[src/rtl/frv_core_fetch_ctrl.sv]
// ---------------------------------------------------------------------------
// frv_core_fetch_ctrl
//
// Instruction fetch sequencer for the core front end. Issues word-aligned
// reads on the instruction memory request channel, counts outstanding
// requests, and passes responses combinationally into the fetch buffer.
// On a control-flow redirect the buffer is flushed, and every response still
// in flight is acknowledged and discarded.
//
// Ports
//   g_clk, g_resetn        clock, synchronous active-low reset
//   cf_req/cf_target       redirect request and halfword-aligned target
//   cf_ack                 redirect accepted this cycle
//   imem_req/imem_addr     read request valid and word address
//   imem_gnt               request accepted by memory
//   imem_recv/imem_ack     response valid / response consumed
//   imem_error/imem_rdata  response bus error flag and data
//   buf_flush              fetch buffer flush pulse
//   f_4byte/f_2byte/f_err  buffer push controls (full word / upper half / error)
//   f_in                   data pushed to the buffer
//   f_ready                buffer can accept 4 bytes
// ---------------------------------------------------------------------------
module frv_core_fetch_ctrl #(
  parameter logic [31:0] FRV_PC_RESET_VALUE = 32'h8000_0000,
  parameter int unsigned MAX_OUT            = 2
) (
  input  logic        g_clk,
  input  logic        g_resetn,
  input  logic        cf_req,
  input  logic [31:0] cf_target,
  output logic        cf_ack,
  output logic        imem_req,
  output logic [31:0] imem_addr,
  input  logic        imem_gnt,
  input  logic        imem_recv,
  output logic        imem_ack,
  input  logic        imem_error,
  input  logic [31:0] imem_rdata,
  output logic        buf_flush,
  output logic        f_4byte,
  output logic        f_2byte,
  output logic        f_err,
  output logic [31:0] f_in,
  input  logic        f_ready
);

  localparam logic [1:0] MAX_OUT_W = 2'(MAX_OUT);

  typedef enum logic [1:0] {
    ST_RESET = 2'd0,
    ST_RUN   = 2'd1,
    ST_HALT  = 2'd2
  } state_t;

  state_t      state_reg, state_next;
  logic [31:0] fetch_addr_reg, fetch_addr_next;
  logic        first_hw_reg, first_hw_next;
  logic [1:0]  n_out_reg, n_out_next;
  logic [1:0]  n_drop_reg, n_drop_next;
  logic        req_hold_reg, req_hold_next;

  logic active;
  logic dropping;
  logic can_issue;
  logic req_fire;
  logic resp_fire;
  logic push;

  // Bit 0 of the redirect target is meaningless for halfword-aligned code.
  logic cf_target_unused;
  assign cf_target_unused = cf_target[0];

  // Outputs are held quiet while in reset and for the RESET state cycle.
  assign active   = g_resetn && (state_reg != ST_RESET);
  assign dropping = (n_drop_reg != 2'd0);

  // A fresh request needs RUN, buffer space, a free outstanding slot and no
  // pending redirect; once raised it is held by req_hold_reg until granted.
  assign can_issue = (state_reg == ST_RUN) && f_ready && (n_out_reg < MAX_OUT_W) && !cf_req;
  assign imem_req  = active && (req_hold_reg || can_issue);
  assign imem_addr = fetch_addr_reg;
  assign req_fire  = imem_req && imem_gnt;

  // Never abandon an ungranted request: redirects wait for its grant.
  assign cf_ack    = active && cf_req && !(imem_req && !imem_gnt);
  assign buf_flush = cf_ack;

  // Stale responses and any response in the redirect cycle are swallowed.
  assign imem_ack  = active && (dropping || f_ready || cf_ack);
  assign resp_fire = imem_recv && imem_ack;
  assign push      = active && imem_recv && f_ready && !dropping && !cf_ack;

  assign f_4byte = push && !first_hw_reg;
  assign f_2byte = push && first_hw_reg;
  assign f_err   = push && imem_error;
  assign f_in    = active ? imem_rdata : 32'h0;

  always_comb begin
    state_next      = state_reg;
    fetch_addr_next = fetch_addr_reg;
    first_hw_next   = first_hw_reg;
    n_drop_next     = n_drop_reg;
    req_hold_next   = imem_req && !imem_gnt;
    n_out_next      = n_out_reg + {1'b0, req_fire} - {1'b0, resp_fire};

    case (state_reg)
      ST_RESET: state_next = ST_RUN;
      ST_RUN:   if (push && imem_error) state_next = ST_HALT;
      ST_HALT:  state_next = ST_HALT;
      default:  state_next = ST_RESET;
    endcase

    if (req_fire) fetch_addr_next = fetch_addr_reg + 32'd4;
    if (push)     first_hw_next   = 1'b0;
    if (dropping && resp_fire) n_drop_next = n_drop_reg - 2'd1;

    // Redirect wins over error halt, address increment and drop bookkeeping.
    // Everything still outstanding after this cycle is stale, so the drop
    // count is simply the post-cycle outstanding count.
    if (cf_ack) begin
      state_next      = ST_RUN;
      fetch_addr_next = {cf_target[31:2], 2'b00};
      first_hw_next   = cf_target[1];
      n_drop_next     = n_out_next;
    end
  end

  always_ff @(posedge g_clk) begin
    if (!g_resetn) begin
      state_reg      <= ST_RESET;
      fetch_addr_reg <= FRV_PC_RESET_VALUE;
      first_hw_reg   <= 1'b0;
      n_out_reg      <= 2'd0;
      n_drop_reg     <= 2'd0;
      req_hold_reg   <= 1'b0;
    end else begin
      state_reg      <= state_next;
      fetch_addr_reg <= fetch_addr_next;
      first_hw_reg   <= first_hw_next;
      n_out_reg      <= n_out_next;
      n_drop_reg     <= n_drop_next;
      req_hold_reg   <= req_hold_next;
    end
  end

endmodule

[config.mk]
export PLATFORM = sky130hd
export DESIGN_NAME = frv_core_fetch_ctrl
export DESIGN_NICKNAME = d
export VERILOG_FILES = /design/src/rtl/frv_core_fetch_ctrl.sv
export SDC_FILE = /design/constraint.sdc
export NUM_CORES = 1
export LEC_CHECK = 0
export CAP_MARGIN = 20
export CORE_UTILIZATION = 35
export DETAILED_ROUTE_END_ITERATION = 16
export GPL_ROUTABILITY_DRIVEN = 0
export PLACE_DENSITY_LB_ADDON = 0.15
export SLEW_MARGIN = 10
export SYNTH_ARGS = -nofsm -noshare
export SYNTH_HDL_FRONTEND = slang
export SYNTH_SLANG_ARGS = --single-unit
[constraint.sdc]
create_clock -name g_clk -period 2 [get_ports g_clk]
set_clock_uncertainty 0.1 [all_clocks]
set_input_delay 0.3 -clock g_clk [delete_from_list [all_inputs] [get_ports g_clk]]
set_output_delay 0.3 -clock g_clk [all_outputs]
set_load 0.01 [all_outputs]
==> summary.md, run 1 <==
| Metric | Value |
|---|---|
| Status | finished, violations left |
| Failing checks | setup timing |
| Core Util, Final | 75.4% |
| CTS Sinks | 38 |
| Final hold viol count | 0 |
| Total power | 4.64 mW |
| CTS Buffer Depth | 2 |
| First-pass GRT wire length | 14700 µm |
| Hold Path Depth | 2 |
| Largest register FFs | 30 |
| Synth Register Bits | 38 |
| Total GRT Usage | 24.1% |
| Io pins | 142 |
| Endpoints failing setup | 42 |
| Worst Reg2Reg Path Length in Cells | 12 |
| TritonCTS clock tree | yes |
| Met1 wire length | 4320 µm |
| Reg2reg setup slack | -0.28 ns |
| Mapped Cells | 342 |
| Most common cell after layout, fill and taps aside | clkdlybuf4s50_1 |
| Final period utilization | 115% |
| Max VDD drop | 0.592 mV |
| Worst Setup Start Kind | input port |
| Crit path DAT | 2.38 ns |
| Row cnt | 30 |
| Max Slew Vio Count | 0 |
| Synth Area per Inst | 7.47 µm² |
| Hold_sp | state_reg[1] |
| Layout cells sized above 1 | 38.5% |
| Fin Hold WS | 0.390 ns |
| DRC | 0 |
| Die area | 7650 µm² |
| Worst setup slack after layout | -0.307 ns |
| WL/cell | 16.9 µm |
| Reg2reg end | n_drop_reg[1] |
| Crit path max fanout | 3 |
| Period minus WS final | 2.31 ns |
| Chip height | 87.4 µm |
| 1st-pass router iterations | 4 |
| Synth Cell Area | 2550 µm² |
| Skew-Pair Late Insertion Delay | 0.29 ns |
| Htree depth | 2 |
| Max-cap viol count | 0 |
| Vias per cell | 5.29 |
| Routed vias | 3404 |
| Root buf cell | clkbuf_8 |
| Clk slew on worst S/H paths | 0.08 ns |
| Dpl cells | 609 |
| Critical path type | in2reg |
| Post-synth EDFFs | 0 |
| Top_reg_cell synth | dfxtp_1 |
| Synth unique cells | 54 |
| Fin cells | 644 |
| Residual antenna-violating net count after detailed routing | 0 |
| Pre-CTS setup slack | -0.564 ns |
| Largest net degree at the start of global routing | 23 |
| Remaining Overflow, GRT | 0 |
| Port Buffers | 138 |
| Diode count | 0 |
| Area grow syn2layout | 104% |
| Initial core utilization | 37.0% |
| WHS Endpoint | state_reg[1] |
| Leakage | 2.09 nW |
| Power Dens Cells | 891 nW/µm² |
| Core Area | 6910 µm² |
| FF-to-FF Start | state_reg[0] |
| Routed WL | 10900 µm |
| Num CTS Buffers | 5 |
| Highest-count cells in the layout ignoring fill and taps | clkdlybuf4s50_1, buf_4, buf_6 |
| Post-layout nets | 624 |
| Met2 wire len | 5780 µm |
| Post-synthesis sequential area ratio | 29.8% |
| YS warnings | 0 |
| Crit end category | flop |
| Post-CTS Hold Buffers | 0 |
| Ys async rst share | 0% |
| DIE WIDTH | 87.4 µm |
| Detail Placement HPWL | 6770 µm |
| CP Data Required Time | 2.08 ns |
| RSZ-0062 raised after global routing | true |
| Top Metal Used | met4 |
| Met3 WL post-DR | 544 µm |
| Antenna violations before repair | 0 |
| Hold Crit Class | reg2reg |
| Vias in the first global route | 3054 |
| Drt first-iter violations | 213 |
| FMAX | 0.433 GHz |
[power by group]
group	internal (mW)	switching, mW	leakage [nW]
Clock	0.277	0.290	0.0472
Combinational	1.73	1.22	1.73
Sequential	0.933	0.196	0.315
[kinds of logic (layout without fill, tap and decap cells)]
group           Yosys count  after routing  share of synthesized area (%)
buf+inv                  34            239                           5.83
xor+xnor                  3              3                           1.03
other cells               1              2                          0.147
flops                    38             38                           29.8
mux                       1              1                          0.441
compound gates           89             89                           22.7
simple gates            170            170                           37.2
fa+ha+maj                 6              6                           2.94
[routing by layer]
layer  track usage, %  vias up
met5                0        -
met4             6.71        0
met3             2.75       21
met2             42.3      110
met1             31.1     1617
li1                 -     1656
[worst max-delay path, cell delays in order]
cell and delay, ns:
clkdlybuf4s50_1 0.51, nand2b_4 0.17, nand2_2 0.08, a31oi_4 0.20
and2_4 0.18, ha_4 0.20, inv_2 0.06, ha_4 0.12
xor2_1 0.21, xnor2_1 0.18, nand2b_1 0.13, a21oi_1 0.05
[stage by stage]
step                cell area, µm²  setup TNS, ns
global route                  5210          -7.44
CTS                           4760         -0.749
finish                        5210          -3.62
detailed placement            4440         -30.26
floorplan                     2600         -0.303
global placement              4440         -26.87
[final cells by class]
| type | instances | area, µm² |
|---|---|---|
| clock buffers | 6 | 82.6 |
| repair buffers | 219 | 2180 |
| inverters | 12 | 55.1 |
| fillers | 498 | 1700 |
| multi-input cells | 271 | 1980 |
| flip-flops and latches | 38 | 774 |
| well taps | 96 | 120 |
| clock inverters | 2 | 12.5 |
[repair_timing]
item                                   CTS  global route
resized for setup                      179           137
endpoints found under the hold margin    0             0
cloned                                   1             2
setup buffers                           21            12
setup endpoints to repair               62            66
pin swaps                                7            45
[how the worst max path moves through the flow]
stage,start,end,slack [ns],cells after the start
2_1_floorplan,state_reg[1],n_drop_reg[1],-0.16,14
3_3_place_gp,f_ready,n_drop_reg[1],-0.50,13
3_5_place_dp,g_resetn,f_in[0],-0.56,5
4_1_cts,state_reg[0],n_drop_reg[1],-0.17,12
5_1_grt,state_reg[1],n_drop_reg[1],-0.38,14
6_report,imem_gnt,n_drop_reg[1],-0.31,12
[cell usage after synthesis, drive strengths merged (4+ instances only)]
| master | count | area, µm² |
|---|---|---|
| nor4 | 4 | 40.0 |
| clkbuf | 12 | 45.0 |
| inv | 11 | 41.3 |
| nor3 | 7 | 35.0 |
| dfxtp | 38 | 761 |
| or3 | 9 | 56.3 |
| nand3 | 23 | 120 |
| nor2 | 15 | 56.3 |
| a22oi | 7 | 52.6 |
| a21oi | 25 | 125 |
| o21ai | 16 | 80.1 |
| buf | 10 | 58.8 |
| a31oi | 7 | 43.8 |
| and3 | 8 | 50.1 |
| and2 | 37 | 231 |
| or4 | 4 | 30.0 |
| ha | 6 | 75.1 |
| nand2b | 5 | 31.3 |
| nand4 | 11 | 83.8 |
| nand2 | 37 | 139 |
| a21o | 6 | 45.0 |
Power figures use the tool's default switching activity.
==> inputs of run 2 (changes only) <==
--- a/config.mk
+++ b/config.mk
@@ -6,8 +6,9 @@
 export NUM_CORES = 1
 export LEC_CHECK = 0
 export CAP_MARGIN = 20
-export CORE_UTILIZATION = 35
+export CORE_UTILIZATION = 55
 export DETAILED_ROUTE_END_ITERATION = 16
+export DONT_BUFFER_PORTS = 1
 export GPL_ROUTABILITY_DRIVEN = 0
 export PLACE_DENSITY_LB_ADDON = 0.15
 export SLEW_MARGIN = 10
==> summary.md, run 2 (synthesis gave the netlist of run 1 again) <==
| Metric | Value |
|---|---|
| RSZ-0062 raised after global routing | true |
| Period minus WS final | 2.24 ns |
| Max-cap viol count | 0 |
| Clk slew on worst S/H paths | 0.08 ns |
| Crit path DAT | 2.31 ns |
| Slowest cell on the critical path | dfxtp_4 |
| Residual antenna-violating net count after detailed routing | 0 |
| CTS Buffer Depth | 2 |
| CP Data Required Time | 2.08 ns |
| WL/cell | 19.8 µm |
| Worst setup slack after layout | -0.237 ns |
| Critical path type | reg2reg |
| Dpl cells | 425 |
| Status | finished, violations left |
| Detail Placement HPWL | 5150 µm |
| Total power | 3.79 mW |
| DRC | 0 |
| Largest register FFs | 30 |
| Port Buffers | 0 |
| Hold Path Depth | 1 |
| Layout Cell Area excl Fill | 3700 µm² |
| 1st-pass router iterations | 5 |
| Critical path cell sequence | inv_2 -> ha_2 -> nand2b_4 -> a31oi_4 -> and2_4 -> ha_1 -> inv_2 -> ha_4 -> xor2_1 -> xnor2_1 -> nand2b_1 -> a21oi_1 |
| Fin cells | 458 |
| Layout cells sized above 1 | 38.7% |
| Stages on the worst setup path | 12 |
| Drt first-iter violations | 267 |
| Row cnt | 24 |
| CTS Sinks | 38 |
| TritonCTS clock tree | yes |
| Total GRT Usage | 30.0% |
| Max VDD drop | 0.557 mV |
| Most common cell after layout, fill and taps aside | buf_4 |
| FMAX | 0.447 GHz |
| Io pins | 142 |
| Num CTS Buffers | 5 |
| Chip height | 70.2 µm |
| DIE WIDTH | 70.2 µm |
| Crit end category | flop |
| Pre-CTS setup slack | -0.274 ns |
| Hold Crit Class | in2reg |
| Leakage | 1.43 nW |
| Highest-count cells in the layout ignoring fill and taps | buf_4, nand2_1, and2_4 |
| CP bufs+invs | 2 |
| Max Slew Vio Count | 0 |
| Antenna violations before repair | 0 |
| Die area | 4920 µm² |
| Initial core utilization | 57.9% |
| Final hold viol count | 0 |
| Failing checks | setup timing |
| Worst Setup Start Kind | flop |
| Crit path max fanout | 4 |
| Vias per cell | 6.67 |
| Diode count | 0 |
| Core Area | 4410 µm² |
| Largest net degree at the start of global routing | 33 |
| Routed vias | 3054 |
| Area grow syn2layout | 44.8% |
| Final period utilization | 112% |
| Root buf cell | clkbuf_8 |
| Remaining Overflow, GRT | 0 |
| Endpoints failing setup | 53 |
| Post-layout nets | 482 |
| Worst Reg2Reg Path Length in Cells | 12 |
| Most common cell on crit path | inv_2 |
| Power Dens Cells | 1030 nW/µm² |
| Vias in the first global route | 2566 |
| Worst path top cell family by delay | adder cells |
| Skew-Pair Late Insertion Delay | 0.30 ns |
| Routed WL | 9090 µm |
| First-pass GRT wire length | 11900 µm |
| Htree depth | 2 |
| Slowest stage delay, CP | 0.38 ns |
| Area after DPL | 2990 µm² |
run 2: power by group:
part	switching, mW	leakage, nW	internal [mW]
clock network	0.280	0.0575	0.348
registers	0.203	0.312	0.932
logic	1.01	1.07	1.02
total	1.49	1.43	2.30
run 2: repair_timing:
action,in CTS,in global routing
cloned,0,7
gates resized for setup,16,68
hold buffers,2,0
endpoints found under the hold margin,2,0
pin swaps,3,16
setup endpoints to repair,64,65
buffers inserted,4,12
run 2: area by class of cell:
type | instances | area (µm²)
Timing Repair Buffer | 77 | 790
Inverter | 12 | 50.0
Clock buffer | 8 | 110
Tap cell | 52 | 65.1
Multi-Input combinational cell | 271 | 1920
Fill cell | 228 | 716
Sequential cell | 38 | 768
run 2: final timing paths:
kind	slack (ns)	to	from
max	-0.24	n_drop_reg[1]	state_reg[0]
min	0.03	imem_addr[18]	g_resetn
max reg2reg	-0.24	n_drop_reg[1]	state_reg[0]
min reg2reg	0.38	state_reg[1]	state_reg[1]
run 2: through the flow:
step           util, %  hold WS (ns)  setup TNS, ns
2_1_floorplan        -         0.272         -0.303
3_3_place_gp      67.7         0.281         -0.208
3_5_place_dp      67.7         0.286         -0.908
4_1_cts           72.4        0.0262         -0.535
5_1_grt           83.8        0.0224          -6.07
6_report          83.8        0.0307          -2.12
run 2: worst register-to-register path, stage by stage (launching register included):
cell and delay [ns]:
dfxtp_4 0.38, inv_2 0.04, ha_2 0.17, nand2b_4 0.17, a31oi_4 0.16, and2_4 0.16
ha_1 0.23, inv_2 0.07, ha_4 0.12, xor2_1 0.17, xnor2_1 0.16, nand2b_1 0.13
a21oi_1 0.06
run 2: layer usage:
metal,wire (µm),up-vias,track usage [%]
met2,4640,194,51.3
li1,-,1378,-
met5,0,-,0
met3,702,28,6.78
met4,272,0,8.44
met1,3470,1454,37.7
